[config.mk]
export PLATFORM = sky130hd
export DESIGN_NAME = inst_encoder
export DESIGN_NICKNAME = d
export VERILOG_FILES = /design/src/rtl/inst_pkg.sv /design/src/rtl/inst_encode_comb.sv /design/src/rtl/inst_encoder.sv
export SDC_FILE = /design/constraint.sdc
export NUM_CORES = 1
export LEC_CHECK = 0
export CAP_MARGIN = 30
export CORE_MARGIN = 10
export CORE_UTILIZATION = 56
export CTS_CLUSTER_SIZE = 24
export DETAILED_ROUTE_END_ITERATION = 8
export PLACE_DENSITY = 0.87
export SYNTH_ARGS = -nofsm -noshare
export SYNTH_HDL_FRONTEND = slang
export SYNTH_SLANG_ARGS = --single-unit
[constraint.sdc]
create_clock -name i_clk -period 4.4 [get_ports i_clk]
set_clock_uncertainty 0.2 [all_clocks]
set_input_delay 0.88 -clock i_clk [delete_from_list [all_inputs] [get_ports i_clk]]
set_output_delay 0.88 -clock i_clk [all_outputs]
set_load 0.01 [all_outputs]
[src/rtl/inst_pkg.sv]
// Shared RV32I/Zicsr encoding constants for the instruction encoder and decoder.
// Op codes, base opcodes, funct3/funct7 values and instruction format classes.
package inst_pkg;

  localparam int OP_W = 6;

  localparam logic [5:0] OP_LUI    = 6'd0;
  localparam logic [5:0] OP_AUIPC  = 6'd1;
  localparam logic [5:0] OP_JAL    = 6'd2;
  localparam logic [5:0] OP_JALR   = 6'd3;
  localparam logic [5:0] OP_BEQ    = 6'd4;
  localparam logic [5:0] OP_BNE    = 6'd5;
  localparam logic [5:0] OP_BLT    = 6'd6;
  localparam logic [5:0] OP_BGE    = 6'd7;
  localparam logic [5:0] OP_BLTU   = 6'd8;
  localparam logic [5:0] OP_BGEU   = 6'd9;
  localparam logic [5:0] OP_LB     = 6'd10;
  localparam logic [5:0] OP_LH     = 6'd11;
  localparam logic [5:0] OP_LW     = 6'd12;
  localparam logic [5:0] OP_LBU    = 6'd13;
  localparam logic [5:0] OP_LHU    = 6'd14;
  localparam logic [5:0] OP_SB     = 6'd15;
  localparam logic [5:0] OP_SH     = 6'd16;
  localparam logic [5:0] OP_SW     = 6'd17;
  localparam logic [5:0] OP_ADDI   = 6'd18;
  localparam logic [5:0] OP_SLTI   = 6'd19;
  localparam logic [5:0] OP_SLTIU  = 6'd20;
  localparam logic [5:0] OP_XORI   = 6'd21;
  localparam logic [5:0] OP_ORI    = 6'd22;
  localparam logic [5:0] OP_ANDI   = 6'd23;
  localparam logic [5:0] OP_SLLI   = 6'd24;
  localparam logic [5:0] OP_SRLI   = 6'd25;
  localparam logic [5:0] OP_SRAI   = 6'd26;
  localparam logic [5:0] OP_ADD    = 6'd27;
  localparam logic [5:0] OP_SUB    = 6'd28;
  localparam logic [5:0] OP_SLL    = 6'd29;
  localparam logic [5:0] OP_SLT    = 6'd30;
  localparam logic [5:0] OP_SLTU   = 6'd31;
  localparam logic [5:0] OP_XOR    = 6'd32;
  localparam logic [5:0] OP_SRL    = 6'd33;
  localparam logic [5:0] OP_SRA    = 6'd34;
  localparam logic [5:0] OP_OR     = 6'd35;
  localparam logic [5:0] OP_AND    = 6'd36;
  localparam logic [5:0] OP_FENCE  = 6'd37;
  localparam logic [5:0] OP_FENCE_I = 6'd38;
  localparam logic [5:0] OP_ECALL  = 6'd39;
  localparam logic [5:0] OP_EBREAK = 6'd40;
  localparam logic [5:0] OP_CSRRW  = 6'd41;
  localparam logic [5:0] OP_CSRRS  = 6'd42;
  localparam logic [5:0] OP_CSRRC  = 6'd43;
  localparam logic [5:0] OP_CSRRWI = 6'd44;
  localparam logic [5:0] OP_CSRRSI = 6'd45;
  localparam logic [5:0] OP_CSRRCI = 6'd46;
  localparam logic [5:0] OP_COUNT  = 6'd47;

  localparam logic [6:0] OPC_LUI      = 7'b0110111;
  localparam logic [6:0] OPC_AUIPC    = 7'b0010111;
  localparam logic [6:0] OPC_JAL      = 7'b1101111;
  localparam logic [6:0] OPC_JALR     = 7'b1100111;
  localparam logic [6:0] OPC_BRANCH   = 7'b1100011;
  localparam logic [6:0] OPC_LOAD     = 7'b0000011;
  localparam logic [6:0] OPC_STORE    = 7'b0100011;
  localparam logic [6:0] OPC_OP_IMM   = 7'b0010011;
  localparam logic [6:0] OPC_OP       = 7'b0110011;
  localparam logic [6:0] OPC_MISC_MEM = 7'b0001111;
  localparam logic [6:0] OPC_SYSTEM   = 7'b1110011;

  localparam logic [2:0] F3_BEQ  = 3'd0, F3_BNE  = 3'd1, F3_BLT  = 3'd4;
  localparam logic [2:0] F3_BGE  = 3'd5, F3_BLTU = 3'd6, F3_BGEU = 3'd7;
  localparam logic [2:0] F3_LB   = 3'd0, F3_LH   = 3'd1, F3_LW   = 3'd2;
  localparam logic [2:0] F3_LBU  = 3'd4, F3_LHU  = 3'd5;
  localparam logic [2:0] F3_SB   = 3'd0, F3_SH   = 3'd1, F3_SW   = 3'd2;
  localparam logic [2:0] F3_ADD  = 3'd0, F3_SLL  = 3'd1, F3_SLT  = 3'd2;
  localparam logic [2:0] F3_SLTU = 3'd3, F3_XOR  = 3'd4, F3_SR   = 3'd5;
  localparam logic [2:0] F3_OR   = 3'd6, F3_AND  = 3'd7, F3_JALR = 3'd0;
  localparam logic [2:0] F3_FENCE = 3'd0, F3_FENCE_I = 3'd1, F3_PRIV = 3'd0;
  localparam logic [2:0] F3_CSRRW  = 3'd1, F3_CSRRS  = 3'd2, F3_CSRRC  = 3'd3;
  localparam logic [2:0] F3_CSRRWI = 3'd5, F3_CSRRSI = 3'd6, F3_CSRRCI = 3'd7;

  localparam logic [6:0] F7_BASE = 7'b0000000;
  localparam logic [6:0] F7_ALT  = 7'b0100000;

  typedef enum logic [2:0] {FMT_R, FMT_I, FMT_S, FMT_B, FMT_U, FMT_J, FMT_SYS} fmt_e;

  typedef enum logic [1:0] {SKID_EMPTY, SKID_ONE, SKID_TWO} skid_e;

  // FENCE, FENCE_I, ECALL/EBREAK and CSR ops all land in FMT_SYS.
  function automatic fmt_e op_format(input logic [5:0] op);
    if (op <= OP_AUIPC)     return FMT_U;
    else if (op == OP_JAL)  return FMT_J;
    else if (op == OP_JALR) return FMT_I;
    else if (op <= OP_BGEU) return FMT_B;
    else if (op <= OP_LHU)  return FMT_I;
    else if (op <= OP_SW)   return FMT_S;
    else if (op <= OP_SRAI) return FMT_I;
    else if (op <= OP_AND)  return FMT_R;
    else                    return FMT_SYS;
  endfunction

endpackage

[src/rtl/inst_encode_comb.sv]
// Purely combinational {op, fields} -> {inst, err} encoder for RV32I/Zicsr.
// An unencodable request yields err=1 with an all-zero instruction word.
module inst_encode_comb
  import inst_pkg::*;
(
  input  logic [5:0]  i_op,
  input  logic [4:0]  i_rd,
  input  logic [4:0]  i_rs1,
  input  logic [4:0]  i_rs2,
  input  logic [31:0] i_imm,
  output logic [31:0] o_inst,
  output logic        o_err
);

  logic [6:0]  w_opc;
  logic [2:0]  w_f3;
  logic [6:0]  w_f7;
  fmt_e        w_fmt;
  logic        w_shift;
  logic        w_i_ok;
  logic        w_b_ok;
  logic        w_j_ok;
  logic [31:0] w_inst;
  logic        w_err;

  // Range checks reduce to "all high bits equal the sign bit".
  assign w_i_ok  = (&i_imm[31:11]) | ~(|i_imm[31:11]);
  assign w_b_ok  = ((&i_imm[31:12]) | ~(|i_imm[31:12])) & ~i_imm[0];
  assign w_j_ok  = ((&i_imm[31:20]) | ~(|i_imm[31:20])) & ~i_imm[0];
  assign w_shift = (i_op == OP_SLLI) | (i_op == OP_SRLI) | (i_op == OP_SRAI);
  assign w_fmt   = op_format(i_op);

  always_comb begin
    w_opc = OPC_OP;
    w_f3  = 3'd0;
    w_f7  = F7_BASE;
    case (i_op)
      OP_LUI:     w_opc = OPC_LUI;
      OP_AUIPC:   w_opc = OPC_AUIPC;
      OP_JAL:     w_opc = OPC_JAL;
      OP_JALR:    begin w_opc = OPC_JALR;   w_f3 = F3_JALR; end
      OP_BEQ:     begin w_opc = OPC_BRANCH; w_f3 = F3_BEQ;  end
      OP_BNE:     begin w_opc = OPC_BRANCH; w_f3 = F3_BNE;  end
      OP_BLT:     begin w_opc = OPC_BRANCH; w_f3 = F3_BLT;  end
      OP_BGE:     begin w_opc = OPC_BRANCH; w_f3 = F3_BGE;  end
      OP_BLTU:    begin w_opc = OPC_BRANCH; w_f3 = F3_BLTU; end
      OP_BGEU:    begin w_opc = OPC_BRANCH; w_f3 = F3_BGEU; end
      OP_LB:      begin w_opc = OPC_LOAD;   w_f3 = F3_LB;   end
      OP_LH:      begin w_opc = OPC_LOAD;   w_f3 = F3_LH;   end
      OP_LW:      begin w_opc = OPC_LOAD;   w_f3 = F3_LW;   end
      OP_LBU:     begin w_opc = OPC_LOAD;   w_f3 = F3_LBU;  end
      OP_LHU:     begin w_opc = OPC_LOAD;   w_f3 = F3_LHU;  end
      OP_SB:      begin w_opc = OPC_STORE;  w_f3 = F3_SB;   end
      OP_SH:      begin w_opc = OPC_STORE;  w_f3 = F3_SH;   end
      OP_SW:      begin w_opc = OPC_STORE;  w_f3 = F3_SW;   end
      OP_ADDI:    begin w_opc = OPC_OP_IMM; w_f3 = F3_ADD;  end
      OP_SLTI:    begin w_opc = OPC_OP_IMM; w_f3 = F3_SLT;  end
      OP_SLTIU:   begin w_opc = OPC_OP_IMM; w_f3 = F3_SLTU; end
      OP_XORI:    begin w_opc = OPC_OP_IMM; w_f3 = F3_XOR;  end
      OP_ORI:     begin w_opc = OPC_OP_IMM; w_f3 = F3_OR;   end
      OP_ANDI:    begin w_opc = OPC_OP_IMM; w_f3 = F3_AND;  end
      OP_SLLI:    begin w_opc = OPC_OP_IMM; w_f3 = F3_SLL;  end
      OP_SRLI:    begin w_opc = OPC_OP_IMM; w_f3 = F3_SR;   end
      OP_SRAI:    begin w_opc = OPC_OP_IMM; w_f3 = F3_SR;   w_f7 = F7_ALT; end
      OP_ADD:     w_f3 = F3_ADD;
      OP_SUB:     begin w_f3 = F3_ADD; w_f7 = F7_ALT; end
      OP_SLL:     w_f3 = F3_SLL;
      OP_SLT:     w_f3 = F3_SLT;
      OP_SLTU:    w_f3 = F3_SLTU;
      OP_XOR:     w_f3 = F3_XOR;
      OP_SRL:     w_f3 = F3_SR;
      OP_SRA:     begin w_f3 = F3_SR;  w_f7 = F7_ALT; end
      OP_OR:      w_f3 = F3_OR;
      OP_AND:     w_f3 = F3_AND;
      OP_FENCE:   begin w_opc = OPC_MISC_MEM; w_f3 = F3_FENCE;   end
      OP_FENCE_I: begin w_opc = OPC_MISC_MEM; w_f3 = F3_FENCE_I; end
      OP_ECALL:   begin w_opc = OPC_SYSTEM;   w_f3 = F3_PRIV;    end
      OP_EBREAK:  begin w_opc = OPC_SYSTEM;   w_f3 = F3_PRIV;    end
      OP_CSRRW:   begin w_opc = OPC_SYSTEM;   w_f3 = F3_CSRRW;   end
      OP_CSRRS:   begin w_opc = OPC_SYSTEM;   w_f3 = F3_CSRRS;   end
      OP_CSRRC:   begin w_opc = OPC_SYSTEM;   w_f3 = F3_CSRRC;   end
      OP_CSRRWI:  begin w_opc = OPC_SYSTEM;   w_f3 = F3_CSRRWI;  end
      OP_CSRRSI:  begin w_opc = OPC_SYSTEM;   w_f3 = F3_CSRRSI;  end
      OP_CSRRCI:  begin w_opc = OPC_SYSTEM;   w_f3 = F3_CSRRCI;  end
      default:    w_opc = OPC_OP;
    endcase
  end

  always_comb begin
    w_inst = 32'd0;
    w_err  = 1'b0;
    case (w_fmt)
      FMT_R: w_inst = {w_f7, i_rs2, i_rs1, w_f3, i_rd, w_opc};
      FMT_I: begin
        if (w_shift) begin
          w_err  = |i_imm[31:5];
          w_inst = {w_f7, i_imm[4:0], i_rs1, w_f3, i_rd, w_opc};
        end else begin
          w_err  = ~w_i_ok;
          w_inst = {i_imm[11:0], i_rs1, w_f3, i_rd, w_opc};
        end
      end
      FMT_S: begin
        w_err  = ~w_i_ok;
        w_inst = {i_imm[11:5], i_rs2, i_rs1, w_f3, i_imm[4:0], w_opc};
      end
      FMT_B: begin
        w_err  = ~w_b_ok;
        w_inst = {i_imm[12], i_imm[10:5], i_rs2, i_rs1, w_f3, i_imm[4:1], i_imm[11], w_opc};
      end
      FMT_U: begin
        w_err  = |i_imm[11:0];
        w_inst = {i_imm[31:12], i_rd, w_opc};
      end
      FMT_J: begin
        w_err  = ~w_j_ok;
        w_inst = {i_imm[20], i_imm[10:1], i_imm[11], i_imm[19:12], i_rd, w_opc};
      end
      FMT_SYS: begin
        // ECALL/EBREAK differ only in imm[0]; FENCE_I carries no registers.
        if ((i_op == OP_ECALL) || (i_op == OP_EBREAK)) begin
          w_inst = {11'd0, (i_op == OP_EBREAK), 13'd0, w_opc};
        end else if (i_op == OP_FENCE_I) begin
          w_err  = |i_imm[31:12];
          w_inst = {i_imm[11:0], 5'd0, w_f3, 5'd0, w_opc};
        end else begin
          w_err  = |i_imm[31:12];
          w_inst = {i_imm[11:0], i_rs1, w_f3, i_rd, w_opc};
        end
      end
      default: w_inst = 32'd0;
    endcase
    if (i_op >= OP_COUNT) w_err = 1'b1;
  end

  assign o_err  = w_err;
  assign o_inst = w_err ? 32'd0 : w_inst;

endmodule

[src/rtl/inst_encoder.sv]
// Registered RV32I/Zicsr encoder with a two-entry skid buffer and saturating
// result counters; encoding itself lives in inst_encode_comb.
//
// state      | meaning
// SKID_EMPTY | nothing buffered, o_valid=0
// SKID_ONE   | output register holds a result
// SKID_TWO   | output register and skid entry full, o_ready=0
module inst_encoder
  import inst_pkg::*;
#(
  parameter int CNT_W = 16
) (
  input  logic             i_clk,
  input  logic             i_rst_n,
  input  logic             i_valid,
  output logic             o_ready,
  input  logic [5:0]       i_op,
  input  logic [4:0]       i_rd,
  input  logic [4:0]       i_rs1,
  input  logic [4:0]       i_rs2,
  input  logic [31:0]      i_imm,
  output logic             o_valid,
  input  logic             i_ready,
  output logic [31:0]      o_inst,
  output logic             o_err,
  output logic [CNT_W-1:0] o_cnt_ok,
  output logic [CNT_W-1:0] o_cnt_err
);

  logic [31:0]      w_inst;
  logic             w_err;
  logic             w_accept;
  logic             w_deliver;

  skid_e            r_state;
  logic             r_ready;
  logic [31:0]      r_out_inst;
  logic             r_out_err;
  logic [31:0]      r_skid_inst;
  logic             r_skid_err;
  logic [CNT_W-1:0] r_cnt_ok;
  logic [CNT_W-1:0] r_cnt_err;

  inst_encode_comb u_encode (
    .i_op   (i_op),
    .i_rd   (i_rd),
    .i_rs1  (i_rs1),
    .i_rs2  (i_rs2),
    .i_imm  (i_imm),
    .o_inst (w_inst),
    .o_err  (w_err)
  );

  assign w_accept  = i_valid & r_ready;
  assign w_deliver = (r_state != SKID_EMPTY) & i_ready;

  // r_ready is only cleared when entering SKID_TWO, so no accept happens there.
  always_ff @(posedge i_clk or negedge i_rst_n) begin
    if (!i_rst_n) begin
      r_state     <= SKID_EMPTY;
      r_ready     <= 1'b1;
      r_out_inst  <= 32'd0;
      r_out_err   <= 1'b0;
      r_skid_inst <= 32'd0;
      r_skid_err  <= 1'b0;
      r_cnt_ok    <= '0;
      r_cnt_err   <= '0;
    end else begin
      case (r_state)
        SKID_EMPTY: begin
          if (w_accept) begin
            r_out_inst <= w_inst;
            r_out_err  <= w_err;
            r_state    <= SKID_ONE;
          end
        end
        SKID_ONE: begin
          if (w_accept && w_deliver) begin
            r_out_inst <= w_inst;
            r_out_err  <= w_err;
          end else if (w_accept) begin
            r_skid_inst <= w_inst;
            r_skid_err  <= w_err;
            r_ready     <= 1'b0;
            r_state     <= SKID_TWO;
          end else if (w_deliver) begin
            r_state <= SKID_EMPTY;
          end
        end
        SKID_TWO: begin
          if (w_deliver) begin
            r_out_inst <= r_skid_inst;
            r_out_err  <= r_skid_err;
            r_ready    <= 1'b1;
            r_state    <= SKID_ONE;
          end
        end
        default: begin
          r_state <= SKID_EMPTY;
          r_ready <= 1'b1;
        end
      endcase

      if (w_deliver) begin
        if (r_out_err) begin
          if (r_cnt_err != {CNT_W{1'b1}}) r_cnt_err <= r_cnt_err + CNT_W'(1);
        end else begin
          if (r_cnt_ok != {CNT_W{1'b1}}) r_cnt_ok <= r_cnt_ok + CNT_W'(1);
        end
      end
    end
  end

  assign o_ready   = r_ready;
  assign o_valid   = (r_state != SKID_EMPTY);
  assign o_inst    = r_out_inst;
  assign o_err     = r_out_err;
  assign o_cnt_ok  = r_cnt_ok;
  assign o_cnt_err = r_cnt_err;

endmodule

# After elaboration in Yosys (flattened, before gate mapping)
# Index checks and enable logic that the tools add are counted.
[word_totals]
inputBits = 57
elab_cells = 170
reg_bits = 101
output_inout_bits = 67
[op_classes]
n_addsub = 2
reduce_logical = 35
bitwise = 19
n_lt_le_gt_ge = 7
n_mux = 38
eq_ne = 61
[op_table]
columns = ["cell", "n"]
rows = [
  ["one-hot mux 32 bit (7 select lines)", 1],
  ["two-way mux 32 bit", 6],
  ["one-hot mux 32 bit (3 select lines)", 1],
  ["equality test 6 x 5 -> 1 bit (second input constant)", 15],
  ["equality test 6 bit (second input constant)", 15],
  ["one-hot mux 7 bit (10 select lines)", 1],
  ["equality test 6 x 4 -> 1 bit (second input constant)", 8],
  ["adder 16 x 1 -> 16 bit (second input constant)", 2],
  ["!= test 16 bit (second input constant)", 2],
  ["OR reduction 27 bit", 1],
  ["equality test 6 x 3 -> 1 bit (second input constant)", 4],
  ["two-way mux 3 bit", 8],
  ["OR reduction 12 bit", 2],
  ["one-hot mux 3 bit (7 select lines)", 1],
  ["AND reduction 21 bit", 1],
  ["OR reduction 21 bit", 1],
  ["two-way mux 20 bit", 1],
  ["AND reduction 20 bit", 1],
  ["OR reduction 20 bit", 1],
  ["OR reduction 7 bit", 2],
  ["equality test 6 x 2 -> 1 bit (second input constant)", 2],
  ["<= comparator 6 x 4 -> 1 bit (second input constant)", 2],
  ["<= comparator 6 x 5 -> 1 bit (second input constant)", 2],
  ["AND reduction 12 bit", 1],
  ["other kinds (36)", 81],
]

# Longest topological paths before layout
[logic_depth]
word_depth = 15
mapped_depth = 11
mapped_depth_nobuf = 8

# Cells and area by module
# A second synthesis with hierarchy kept.
[unflattened]
cells_unflattened = 670
hier_area_um2 = 6134.6
[modules_own_cells]
columns = ["module", "n_inst", "cells_per_inst", "area_per_inst_um2", "seq_area_each_um2"]
rows = [
  ["inst_encoder", 1, 381, 4484.3, 2528.7],
  ["inst_encode_comb", 1, 289, 1650.3, 0.0],
]

# Worst setup path after synthesis
# No wires, ideal clock.
[synth_path]
path_kind = "input to register"
from = "input port i_op[3]"
to = "register r_out_inst[6], in the netlist o_inst[6]"
path_buffers = 3
setup_ns = 0.077
arrival_time_ns = 2.918
path_stages = 10
slack_ns = 1.204
required_ns = 4.123
cell_sequence = "buf_2 -> or2_1 -> buf_2 -> o21ai_0 -> nor3_1 -> o221a_1 -> or4_1 -> buf_2 -> or4_1 -> a21oi_1"
[synth_between]
elab_chain_len = 15
elab_cells_between_ends = 81
classes_between = "order compare (7); eq/ne (42); mux (21); bitwise (2); reduce/logical (9)"
[synth_rtl]
columns = ["element", "line_no", "source"]
rows = [
  ["from (decl)", "inst_encoder.sv:17", "input logic [5:0] i_op,"],
  ["<= comparator 6 bit", "inst_pkg.sv:96", "else if (op <= OP_AND) return FMT_R;"],
  ["two-way mux 3 bit", "inst_pkg.sv:96", ""],
  ["two-way mux 3 bit", "inst_pkg.sv:95", "else if (op <= OP_SRAI) return FMT_I;"],
  ["two-way mux 3 bit", "inst_pkg.sv:94", "else if (op <= OP_SW) return FMT_S;"],
  ["two-way mux 3 bit", "inst_pkg.sv:93", "else if (op <= OP_LHU) return FMT_I;"],
  ["two-way mux 3 bit", "inst_pkg.sv:92", "else if (op <= OP_BGEU) return FMT_B;"],
  ["two-way mux 3 bit", "inst_pkg.sv:91", "else if (op == OP_JALR) return FMT_I;"],
  ["two-way mux 3 bit", "inst_pkg.sv:90", "else if (op == OP_JAL) return FMT_J;"],
  ["two-way mux 3 bit", "inst_pkg.sv:89", "if (op <= OP_AUIPC) return FMT_U;"],
  ["equality test 3 bit, or another cell as far along", "inst_encode_comb.sv:92", "case (w_fmt)"],
  ["one-hot mux 1 bit (6 select lines)", "inst_encode_comb.sv:92", ""],
  ["two-way mux 1 bit", "inst_encode_comb.sv:133", "if (i_op >= OP_COUNT) w_err = 1'b1;"],
  ["two-way mux 32 bit (*)", "inst_encode_comb.sv:137", "assign o_inst = w_err ? 32'd0 : w_inst;"],
  ["two-way mux 32 bit, on equally long branches", "inst_encoder.sv:78, inst_encoder.sv:71", ""],
  ["one-hot mux 32 bit (3 select lines) (*)", "inst_encoder.sv:69", "case (r_state)"],
  ["to (signal assigned)", "inst_encoder.sv:72", "r_out_inst <= w_inst;"],
  ["to (signal assigned)", "inst_encoder.sv:79", "r_out_inst <= w_inst;"],
  ["to (signal assigned)", "inst_encoder.sv:92", "r_out_inst <= r_skid_inst;"],
  ["to (decl)", "inst_encoder.sv:37", "logic [31:0] r_out_inst;"],
]
# Every way passes the cells marked *; elsewhere a longest branch is shown, timed or not. The select of a mux whose other input is x is not followed.
# A chain may end at the register's enable or synchronous reset.

# Final worst setup path
[layout_path]
from = "input port i_imm[20]"
to = "register r_out_inst[6], in the netlist o_inst[6]"
[layout_between]
elab_chain_len = 10
elab_cells_between_ends = 26
classes_between = "mux (8); bitwise (11); reduce/logical (7)"
[layout_rtl]
columns = ["element", "line_no", "source"]
rows = [
  ["from (decl)", "inst_encoder.sv:21", "input logic [31:0] i_imm,"],
  ["OR reduction 21 bit, or another cell as far along", "inst_encode_comb.sv:27", "assign w_i_ok = (&i_imm[31:11]) | ~(|i_imm[31:11]);"],
  ["NOT 1 bit, on equally long branches", "inst_encode_comb.sv:27, inst_encode_comb.sv:28, inst_encode_comb.sv:29", ""],
  ["bitwise OR 1 bit, on equally long branches", "inst_encode_comb.sv:27, inst_encode_comb.sv:28, inst_encode_comb.sv:29", ""],
  ["NOT 1 bit, or another cell as far along", "inst_encode_comb.sv:99, inst_encode_comb.sv:104", ""],
  ["two-way mux 1 bit, or another cell as far along", "inst_encode_comb.sv:95", "if (w_shift) begin"],
  ["one-hot mux 1 bit (6 select lines) (*)", "inst_encode_comb.sv:92", ""],
  ["two-way mux 1 bit (*)", "inst_encode_comb.sv:133", ""],
  ["two-way mux 32 bit (*)", "inst_encode_comb.sv:137", ""],
  ["two-way mux 32 bit, on equally long branches", "inst_encoder.sv:78, inst_encoder.sv:71", ""],
  ["one-hot mux 32 bit (3 select lines) (*)", "inst_encoder.sv:69", ""],
]
# Marked as above.

==> Flow_metrics.wiki <==
{| class="wikitable"
! Metric !! Value
|-
| Outcome || finished with violations
|-
| Failing checks || design-rule violations
|-
| Proportion of layout cells with a drive suffix above 1 || 8.21%
|-
| Number of slew-limit violations in the final report || 0
|-
| Maximum net fanout on the critical path || 44
|-
| Count of TritonRoute iterations in the first routing pass || 9
|-
| Setup repair after global routing missed its margin || false
|-
| Global route total overflow || 0
|-
| Power share of the sequential group || 48.7%
|-
| Die Y || 122 um
|-
| Maximum number of pins on one net before global-route repair || 78
|-
| Synthesized area per cell || 8.69 um^2
|-
| Estimated wirelength of the detail-placed design || 14,700 um
|-
| Element type at the critical path start || primary input
|-
| Number of enable-type register cells in the synthesized netlist || 0
|-
| Post-synthesis async set-or-reset flop share || 100%
|-
| Vias after detailed routing || 6,029
|-
| Ports || 124
|-
| Die area || 0.0150 mm^2
|-
| Required time of the worst setup path || 4510 ps
|-
| TritonCTS Sinks || 99
|-
| Primary FF master, synth || dfrtp_1
|-
| PwrDens || 294 mW/mm^2
|-
| Gate family responsible for the most delay along the worst path || simple AND/OR/NAND/NOR gates
|-
| Fraction of synthesized cell area taken by the top area cell type || 41.7%
|-
| Number of buffers on the longest clock path || 2
|-
| Post-placement cell count || 911
|-
| Clock tree root buffer cell || clkbuf_8
|-
| Final Hold Vio Count || 0
|-
| Highest attainable clock frequency || 272 MHz
|-
| Final Cycle Share || 83.7%
|-
| Endpoint type of the worst setup path || flip-flop
|-
| Wire length per cell after detailed routing || 21.2 um
|-
| Area grow syn2layout || 27.4%
|-
| GPL Wtd Cong || 1.03
|-
| Avg Vias per Cell || 6.50
|-
| Minimum clock period after layout || 3680 ps
|-
| Setup_tns || 0 ps
|-
| Final core area utilization || 72.9%
|-
| Finished Cell Area || 0.00750 mm^2
|-
| Clock buffers created by TritonCTS || 9
|-
| Post-CTS setup buffer count || 0
|-
| Count of routing violations after the opening detailed-route iteration || 701
|-
| Clock share of power || 23.6%
|-
| Number of synthesis warnings || 0
|-
| Standard cell core area || 0.0103 mm^2
|-
| Post-synthesis cell type with the largest combined area || dfrtp_1
|-
| Global-route wire length before repair || 31,200 um
|-
| Buffers & Inverters on Critical Path || 2
|-
| Clock Pin Slew Worst Setup and Hold Paths || 90 ps
|-
| # resized after CTS || 0
|-
| Switching power summed over all nets || 691 uW
|-
| Initial cell density of the core || 57.2%
|-
| Number of nets in the finished design || 846
|-
| Number of synthesized register bits || 99
|-
| Gate count of the mapped netlist || 677
|-
| Data arrival time of the worst path || 3790 ps
|-
| Crit-path most repeated cell || or4_1
|-
| TritonCTS clock tree || yes
|-
| Delay of the slowest cell on the worst path || 520 ps
|-
| Post-Layout Cell Count || 928
|-
| Via count of the first global-routing pass || 6,016
|-
| Start-to-end type of the worst setup path || primary input to flip-flop
|-
| Most area-consuming cells after synthesis || dfrtp_1, o31ai_1, nand2_1
|-
| Quantity of I/O buffers inserted on ports || 123
|-
| Summed instance area of the synthesized netlist || 0.00588 mm^2
|-
| Flop2flop setup slack || 1650 ps
|-
| Largest voltage drop on the vdd net || 201 uV
|-
| Width of the die || 122 um
|-
| Cells traversed along the worst timing path || clkdlybuf4s50_1 > nor4_1 > nand3_1 > or2_0 > o221a_1 > or4_1 > buf_12 > or4_1 > a21oi_1
|-
| Slowest-stage cell, CP || clkdlybuf4s50_1
|-
| Distinct cell type count of the synthesized netlist || 67
|-
| Power consumption || 2.20 mW
|-
| Cell Int Power || 1.51 mW
|-
| Antenna violations before repair || 0
|-
| CTS H-Tree Depth || 3
|-
| Area of placed instances || 0.00731 mm^2
|-
| Relative slew margins || 37.2%
|-
| Number of nets in the synthesized netlist || 736
|-
| GRT Resource Usage Total || 25.8%
|-
| Transition time at the pin with the least slew margin || 942 ps
|-
| Leakage component of the power || 3.15 nW
|-
| Routed Antenna Nets || 0
|-
| Switching portion of total power || 31.4%
|-
| DRC violation count after routing || 2
|-
| Max-capacitance violation count || 0
|-
| Clock insertion delay at the later pin of the skew report || 390 ps
|-
| Class of the tightest hold or removal check || flip-flop to flip-flop
|-
| Share of power burned in combinational logic || 27.7%
|-
| Setup-failing EPs final || 0
|-
| Total number of placement rows || 37
|-
| Post-cts hold buffer count || 0
|-
| Share of synthesized area occupied by flip-flops and latches || 42.1%
|-
| Number of antenna cells inserted || 0
|-
| Final Routed Wirelength || 19,700 um
|}
==> path summary, 6_finish.rpt <==
path                                              from                           to  cells after the start
setup / recovery                             i_imm[20]        o_inst[6]$_DFFE_PN0P_                      9
hold reg to reg            r_skid_inst[29]$_DFFE_PN0P_  r_skid_inst[29]$_DFFE_PN0P_                      2
min in group asynchronous                      i_rst_n      o_cnt_ok[9]$_DFFE_PN0P_                      1
setup reg to reg               o_cnt_ok[3]$_DFFE_PN0P_     o_cnt_ok[14]$_DFFE_PN0P_                      6
hold / removal             r_skid_inst[29]$_DFFE_PN0P_  r_skid_inst[29]$_DFFE_PN0P_                      2
max in group asynchronous                      i_rst_n  r_skid_inst[10]$_DFFE_PN0P_                      2
==> cells by family (layout without fill, tap and decap cells) <==
group                      after synthesis  after routing  synth area share [%]
buffers and inverters                   63            178                  4.27
muxes                                    9              9                  1.62
AOI/OAI and AO/OA                      212            212                  24.2
DFF                                     99             99                  42.1
adders and majority gates                2              2                 0.425
xor gates and xnor gates                31             31                  4.62
and+or+nand+nor                        261            261                  22.7
==> flip-flops by register name (all words and copies together), names as in the netlist <==
name / flops
o_err: 1
o_cnt_err: 16
o_cnt_ok: 16
o_ready: 1
o_inst: 31
r_skid_err: 1
r_state: 2
r_skid_inst: 31
==> worst reg2reg max path, delay by kind of cell (launching register included) <==
family,cells,cell delay (ps)
simple gates,4,1090
compound gates,1,760
flops,1,450
xor+xnor,1,170
==> power groups by stage <==
stage	registers, mW	clock network [mW]	logic (mW)
after detailed placement	1.09	0	0.607
after global routing	1.08	0.561	0.658
final	1.07	0.519	0.610
after floorplan	1.11	0	0.232
after CTS	1.07	0.528	0.608
after global placement	1.08	0	0.597
==> placed cells by master, fill, tap and decap left out, types with 3 or more instances in the layout <==
master             n
a211oi_1           5
a21o_1             4
a21oi_1           47
a221o_1            3
a221oi_1           6
a22oi_1           14
a31oi_1            8
a32oi_1            8
and2_1             5
and3_1            31
and4_1             5
buf_4             32
clkbuf_8           9
clkdlybuf4s50_1  122
clkinv_2           3
dfrtp_1           98
inv_1              6
mux2_2             4
mux2i_1            5
nand2_1           75
nand2b_1          16
nand3_1           18
nand4_1           20
nor2_1            39
nor2b_1           10
nor3_1            11
nor4_1            11
o21ai_0           39
o22a_1             4
o22ai_1            4
o31ai_1           38
or2_2              6
or3_1              4
or4_1              3
xnor2_1           24
xor2_1             7
==> final cells by class <==
type                    instances  area (um^2)
inverters                       6         22.5
fillers                       764         2780
repair buffers                156         1500
well taps                     136          170
clock inverters                 6         40.0
flip-flops and latches         99         2480
multi-input cells             515         3160
clock buffers                  10          128
==> cell usage after synthesis (2+ instances only) <==
library cell,instances
buf_1,5
o2111ai_1,2
a2bb2oi_1,2
or4_1,4
a32oi_1,8
clkbuf_1,42
and2_1,5
o21ai_1,2
a31oi_1,8
mux2i_1,5
a222oi_1,2
o22a_1,4
o211ai_1,2
o21ai_0,39
xnor2_1,24
a22oi_1,14
a221oi_1,6
nor2b_1,11
nand2b_1,16
a221o_1,3
buf_2,9
o32a_1,2
nand3_1,18
ha_1,2
nor4_1,11
o221ai_1,2
a211oi_1,5
a21oi_1,47
and3_1,31
inv_1,6
nand4_1,20
or3_1,4
dfrtp_1,98
o31ai_1,38
nor2_1,39
xor2_1,7
nand2_1,75
o21bai_1,2
mux2_2,4
nor3_1,11
or2_2,6
a21o_1,4
o22ai_1,4
and4_1,5
==> through the flow <==
step | setup WS (ps) | hold slack, ps
3_3_place_gp | 421 | 252
6_report | 719 | 277
5_1_grt | 588 | 296
3_5_place_dp | 383 | 259
4_1_cts | 786 | 278
2_1_floorplan | 1200 | 240
==> per-layer routing <==
layer / share of wire, % / track usage [%]
met1: 39 / 30.6
met2: 48 / 43.0
met3: 8.7 / 6.75
met4: 3.8 / 12.1
met5: 0 / 0
Note: power is estimated with default switching activity, not from simulation.
